File: src/rtl/reg_file_rs.sv
// reg_file_rs: register file, PC sequencer and return-address stack for the small CPU
//
// Ports:
//   clock, reset_n          rising-edge clock, synchronous active-low reset
//   opcode, raddr1, raddr2  instruction opcode and read addresses (also LDI immediate)
//   waddr                   write address; its low 4 bits are the sub-op for 111x
//   alu_out, E_out          ALU result and carry/error flag
//   dmem_out                data memory read data
//   gpi, gpi_we             general input data and its valid strobe
//   stall                   freezes PC, stack, registers and E this cycle
//   a, b                    combinational register reads
//   pc, gpo, mem_addr       architectural views of PC, GPO and memory address registers
//   dmem_we, vmem_we        combinational memory write strobes
//   E, F, gpi_ovf, rs_err   status flags
module reg_file_rs #(
  parameter int DW = 8,
  parameter int NREG = 16,
  parameter int RS_DEPTH = 4,
  localparam int AW = $clog2(NREG)
) (
  input  logic          clock,
  input  logic          reset_n,
  input  logic [3:0]    opcode,
  input  logic [AW-1:0] raddr1,
  input  logic [AW-1:0] raddr2,
  input  logic [AW-1:0] waddr,
  input  logic [DW-1:0] alu_out,
  input  logic          E_out,
  input  logic [DW-1:0] dmem_out,
  input  logic [DW-1:0] gpi,
  input  logic          gpi_we,
  input  logic          stall,
  output logic [DW-1:0] a,
  output logic [DW-1:0] b,
  output logic [DW-1:0] pc,
  output logic [DW-1:0] gpo,
  output logic [2*DW-1:0] mem_addr,
  output logic          dmem_we,
  output logic          vmem_we,
  output logic          E,
  output logic          F,
  output logic          gpi_ovf,
  output logic          rs_err
);
  localparam int PCI = NREG - 1;
  localparam int RAI = NREG - 2;
  localparam int GPII = NREG - 3;
  localparam int GPOI = NREG - 4;
  localparam int MHI = NREG - 5;
  localparam int MLO = NREG - 6;
  localparam int PW = RS_DEPTH > 1 ? $clog2(RS_DEPTH) : 1;
  localparam int CW = $clog2(RS_DEPTH + 1);
  logic [DW-1:0] regs [NREG];
  logic [DW-1:0] stk [RS_DEPTH];
  logic [PW-1:0] sp;
  logic [CW-1:0] cnt;
  logic [3:0] sub;
  logic [DW-1:0] wdata, pc1, pc2, pc_next, top;
  logic [PW-1:0] sp_inc, sp_dec;
  logic normal_op, call, op_ret, op_clf, op_cle, unsat, empty, gen_we, clf;
  always_comb begin
    sub = 4'(waddr);
    normal_op = opcode[3:1] != 3'b111;
    wdata = opcode == 4'b1100 ? DW'({raddr1, raddr2}) : opcode == 4'b1101 ? dmem_out : alu_out;
    call = normal_op && waddr == AW'(PCI);
    op_ret = opcode == 4'b1111 && sub == 4'b0011;
    op_clf = opcode == 4'b1111 && sub == 4'b0001;
    op_cle = opcode == 4'b1111 && sub == 4'b0010;
    unsat = opcode == 4'b1110 && (sub == 4'b0001 ? a != b :
                                  sub == 4'b0010 ? !(a > b) :
                                  sub == 4'b0100 ? !F :
                                  sub == 4'b1000 ? !E : 1'b0);
    empty = cnt == '0;
    sp_inc = sp == PW'(RS_DEPTH - 1) ? '0 : sp + 1'b1;
    sp_dec = sp == '0 ? PW'(RS_DEPTH - 1) : sp - 1'b1;
    top = stk[sp_dec];
    pc1 = pc + DW'(1);
    pc2 = pc + DW'(2);
    pc_next = call ? wdata : (op_ret && !empty) ? top : unsat ? pc2 : pc1;
    gen_we = normal_op && waddr != AW'(GPII) && waddr != AW'(RAI) && waddr != AW'(PCI);
    clf = op_clf && !stall;
    dmem_we = opcode == 4'b1111 && sub == 4'b1000 && !stall;
    vmem_we = opcode == 4'b1111 && sub == 4'b0100 && !stall;
    a = regs[raddr1];
    b = regs[raddr2];
    pc = regs[PCI];
    gpo = regs[GPOI];
    mem_addr = {regs[MHI], regs[MLO]};
  end
  always_ff @(posedge clock) begin
    if (!reset_n) begin
      for (int i = 0; i < NREG; i++) regs[i] <= '0;
      sp <= '0;
      cnt <= '0;
      E <= 1'b0;
      F <= 1'b0;
      gpi_ovf <= 1'b0;
      rs_err <= 1'b0;
    end else begin
      if (!stall) begin
        regs[PCI] <= pc_next;
        if (call) begin
          // when full, sp already points at the oldest entry, so it is overwritten
          regs[RAI] <= pc1;
          stk[sp] <= pc1;
          sp <= sp_inc;
          cnt <= cnt == CW'(RS_DEPTH) ? cnt : cnt + 1'b1;
        end else if (op_ret && !empty) begin
          sp <= sp_dec;
          cnt <= cnt - 1'b1;
        end else if (op_ret) begin
          rs_err <= 1'b1;
        end
        if (gen_we) regs[waddr] <= wdata;
        E <= op_cle ? 1'b0 : E_out;
      end
      if (gpi_we) regs[GPII] <= gpi;
      // a clear in the same cycle as new input acts first, so no overrun is flagged
      F <= gpi_we | (F & !clf);
      gpi_ovf <= clf ? 1'b0 : gpi_ovf | (gpi_we & F);
    end
  end
endmodule

File: config.mk
export PLATFORM = sky130hd
export DESIGN_NAME = reg_file_rs
export DESIGN_NICKNAME = d
export VERILOG_FILES = /design/src/rtl/reg_file_rs.sv
export SDC_FILE = /design/constraint.sdc
export NUM_CORES = 1
export LEC_CHECK = 0
export ABC_AREA = 1
export BUFFER_PORTS_ARGS = -buffer_cell sky130_fd_sc_hd__buf_4
export CORE_AREA = 2 2 156 120
export CTS_BUF_LIST = sky130_fd_sc_hd__clkbuf_8 sky130_fd_sc_hd__clkbuf_16
export DETAILED_ROUTE_END_ITERATION = 7
export DIE_AREA = 0 0 158 122
export PLACE_DENSITY = 0.73
export SLEW_MARGIN = 10
export SYNTH_ARGS = -nofsm -noshare
export SYNTH_HDL_FRONTEND = slang
export SYNTH_SLANG_ARGS = --single-unit
File: constraint.sdc
create_clock -name clock -period 7.15 [get_ports clock]
set_input_delay 0.3575 -clock clock [delete_from_list [all_inputs] [get_ports clock]]
set_output_delay 0.3575 -clock clock [all_outputs]
set_load 0.02 [all_outputs]
==> results.txt <==
- Internal Power: 1.76 mW
- The die covers 0.0193 mm2.
* CTS Buf Count: 17
- Final-layout setup total negative slack: 0 ns
* Half-perimeter wire length after placement: 23.1 mm
- After synthesis, the largest family of logic cells by area is compound AO/OA/AOI/OAI gates.
* Area growth syn-to-layout: 15.1%
* Max-slew headroom: 0.348
- The number of global-route vias before repair was 7993.
* Number of nets in the layout: 1269
* Drt first pass iters: 5
- Multiplexer fraction of the synthesized cell area: 0
* Average footprint of a synthesized cell: 8.38 um2
- Setup violations remaining at the end of the flow were counted as 0.
* Slowest stage delay, CP: 0.52 ns
- Setup repair after global routing left no endpoint under its margin.
- Dividing the detail-routed via count by the number of cells gives 6.00.
- After detailed routing, the average wire length per cell comes to 21.8 um.
* Commonest cells after routing, fill and taps aside: sky130_fd_sc_hd__o21ai_0 (173), sky130_fd_sc_hd__nand2_1 (172), sky130_fd_sc_hd__nor2_1 (160), sky130_fd_sc_hd__edfxtp_1 (160), sky130_fd_sc_hd__inv_1 (136)
- CTS tree: built
* Post-CTS setup-driven buffer insertion count: 0
* Share of async-settable or async-resettable flops after synthesis: 0
* Total number of vias: 8811
- Leakage power of the design: 4.64 nW
* Critical path launch point type: primary input
- Worst hold-check slack: 0.189 ns
- Share of total power in sequential cells: 0.464
- Power per standard cell area: 227 mW/mm2
- The number of nets handed over by synthesis was 1207.
- Of the total synthesized cell area, the portion taken by XOR and XNOR cells is 0.00820.
- The congestion estimate from routability-driven global placement came to 0.988.
- In the global route stage, overall resource usage came out at 0.340.
- Detail Route Antenna Nets: 0
- Of the cells placed in the final design, the portion with a size suffix greater than 1 is 0.141.
- Number of violations reported at the end of detailed-routing iteration 0: 1485
- Row generation in the floorplan step produced 43 rows.
- Gates resized during post-CTS repair numbered 0.
- Cell repeated most along the worst path: sky130_fd_sc_hd__nand2_1
- Dividing the final minimum period by the clock period gives 0.515.
- The floorplan step defined a core boundary enclosing 0.0180 mm2.
* CTS sink cnt: 169
- In the routed design, unresolved DRC markers number 0.
* Count of filler cells inserted in the layout: 1566
- Count of flip-flops with a built-in enable after synthesis: 160
- Data arrives at the worst endpoint at 3.84 ns.
* # H-tree levels: 4
- Number of cells produced by synthesis: 1147
* Predominant post-synthesis flop cell: sky130_fd_sc_hd__edfxtp_1
- Number of port buffers: 98
* Worst Setup Path Type: in -> reg
- Share of synthesized cell area in and, or, nand and nor gates: 0.157
* Sort of element at the end of the critical path: flop
* Least-Margin Pin Slew: 0.970 ns
- For this run, the share of the core covered by cells in the final layout is 0.616.
- Entering global routing, the biggest net connects 76 pins.
- Most common cell after layout, fill and taps aside: sky130_fd_sc_hd__o21ai_0
- Worst min-delay path class: in -> reg
* Worst-path clk slew: 0.07 ns
- Count of different cell masters after synthesis: 40
- Worst clock skew: 0.00864 ns
- The number of antenna violations at the first check in global routing came to 0.
- In this run the horizontal extent of the chip is 158 um.
- Library cell contributing the largest single delay on the critical path: sky130_fd_sc_hd__buf_4
- Of the total synthesized cell area, the portion taken by full adders, half adders and majority gates is 0.0203.
* Result of the run: complete, no violations
- Top fanout value on the critical path: 75
- Required time reported for the critical path endpoint: 7.30 ns
* Endpoints failing hold: 0
* Fraction of power consumed by combinational cells: 0.161
- Measured along the y axis, the die boundary spans 122 um.
* Design Power: 2.51 mW
* Number of buffers on the longest clock path: 2
* Crit path cell chain: buf_4 -> buf_4 -> inv_1 -> nor2_1 -> o21ai_0 -> o221ai_1 -> nand2_1 -> ha_1 -> nand2_1 -> nor2_1 -> a21oi_1 -> nand2_1 -> nand2_1 -> nand2_2 -> nand2_4 -> nand2_1 -> nand3_1 -> nand2_1 -> a21oi_1
- The total count of max-transition violations in the final report is 0.
- Of the synthesized area, sequential elements account for 0.519.
* Number of buffers and inverters on the critical path: 3
- Clock Latency Late Sink: 0.43 ns
- Switch share: 0.301
- The post-synthesis compound-gate area fraction was 0.209.
- For this configuration, the core starts out at a cell density of 0.535.
* Worst voltage drop across the vdd grid: 0.151 mV
- The number of antenna diodes in the final layout is 0.
- The routed design has 32.0 mm of wire.
- Minimum setup slack after placement: 3.21 ns
- Post-cts hold buffer count: 0
- The tree is rooted in a sky130_fd_sc_hd__clkbuf_16.
- The first global-routing pass estimated 47.7 mm of wire.
- Summed over all nets, the switching power comes to 755 uW.
* Ports: 99
- The synthesized netlist occupies a cell area of 0.00961 mm2.
- Setup slack on the critical path of the routed design comes to 3.47 ns.
- The Yosys step of the flow raised 0 warnings.
* Fraction of power consumed by the clock network: 0.375
* Cell family with most CP delay: buffers and inverters
- Based on the critical path, the design can be clocked at up to 272 MHz.
- Remaining Overflow, GRT: 0
* Count of state elements after synthesis: 169
- The routed design could run at a clock period as short as 3.68 ns.
- Maximum Capacitance Violations: 0
[metal layers]
layer	global-route usage	routed length [um]
met4	0.0760	471
met5	0	0
met2	0.448	12700
met1	0.527	13400
met3	0.123	5450
[Yosys cell counts (all sizes together), types with 2 or more instances]
cell type / count / area (um2)
o21ai: 179 / 896
nor4: 2 / 25.0
inv: 149 / 559
nor2: 164 / 626
o21a: 2 / 15.0
a31oi: 2 / 18.8
or2: 2 / 12.5
xor2: 8 / 70.1
a21oi: 131 / 656
o221ai: 35 / 307
o31ai: 2 / 15.0
nor3: 5 / 35.0
nand3: 24 / 125
clkbuf: 41 / 154
a221oi: 3 / 26.3
dfxtp: 9 / 180
o22ai: 4 / 25.0
edfxtp: 160 / 4800
buf: 25 / 123
o211ai: 2 / 15.0
ha: 14 / 175
nand2: 176 / 676
[sequential cells by signal (all words and copies together) (netlist names)]
| name | cells |
|---|---|
| F | 1 |
| regs | 128 |
| sp | 2 |
| cnt | 3 |
| stk | 32 |
| E | 1 |
| gpi_ovf | 1 |
| rs_err | 1 |
[logic make-up (layout without fill, tap and decap cells)]
kind of cell	count (synthesis)	after routing
AND/OR/NAND/NOR	374	374
AO/OA/AOI/OAI	364	364
buffers and inverters	216	291
flip-flops	169	169
adder cells (fa/ha/maj)	15	15
XOR/XNOR	9	9
[power groups by stage]
| stage | clock (mW) | sequential (mW) | combinational (mW) |
|---|---|---|---|
| 5_1_grt | 0.976 | 1.17 | 0.433 |
| 3_3_place_gp | 0 | 1.19 | 0.387 |
| 2_1_floorplan | 0 | 1.19 | 0.219 |
| 4_1_cts | 0.940 | 1.16 | 0.391 |
| 6_report | 0.941 | 1.17 | 0.404 |
| 3_5_place_dp | 0 | 1.19 | 0.389 |
[worst register-to-register path: cells and delay by family (launching register included)]
family / cells / cell delay (ns)
AOI/OAI and AO/OA: 4 / 0.58
DFF: 1 / 0.48
and+or+nand+nor: 10 / 1.12
buffers and inverters: 2 / 0.45
adders and majority gates: 1 / 0.28
[final cells by class]
type / count / area, um2 / share of cell area
Multi-Input combinational cell: 762 / 3790 / 0.343
Inverter: 150 / 563 / 0.0509
Timing Repair Buffer: 109 / 818 / 0.0740
Tap cell: 247 / 309 / 0.0279
Clock buffer: 17 / 425 / 0.0385
Clock inverter: 15 / 170 / 0.0154
Sequential cell: 169 / 4980 / 0.451
[final timing paths]
| kind | from | endpoint | slack (ns) | cells after the start |
|---|---|---|---|---|
| worst max-delay path | raddr2[0] | regs[15][3] | 3.47 | 19 |
| worst min-delay path | E_out | E | 0.19 | 3 |
| worst max register to register | regs[15][0] | regs[15][3] | 3.96 | 17 |
| worst min register to register | rs_err | rs_err | 0.46 | 2 |
[through the flow]
step                      std cells  area [um2]
after CTS                      1469       11100
after global routing           1469       11100
final                          1469       11100
after detailed placement       1437       10500
after floorplan                1147        9610
after global placement         1437       10500
(Power assumes the default switching activity.)
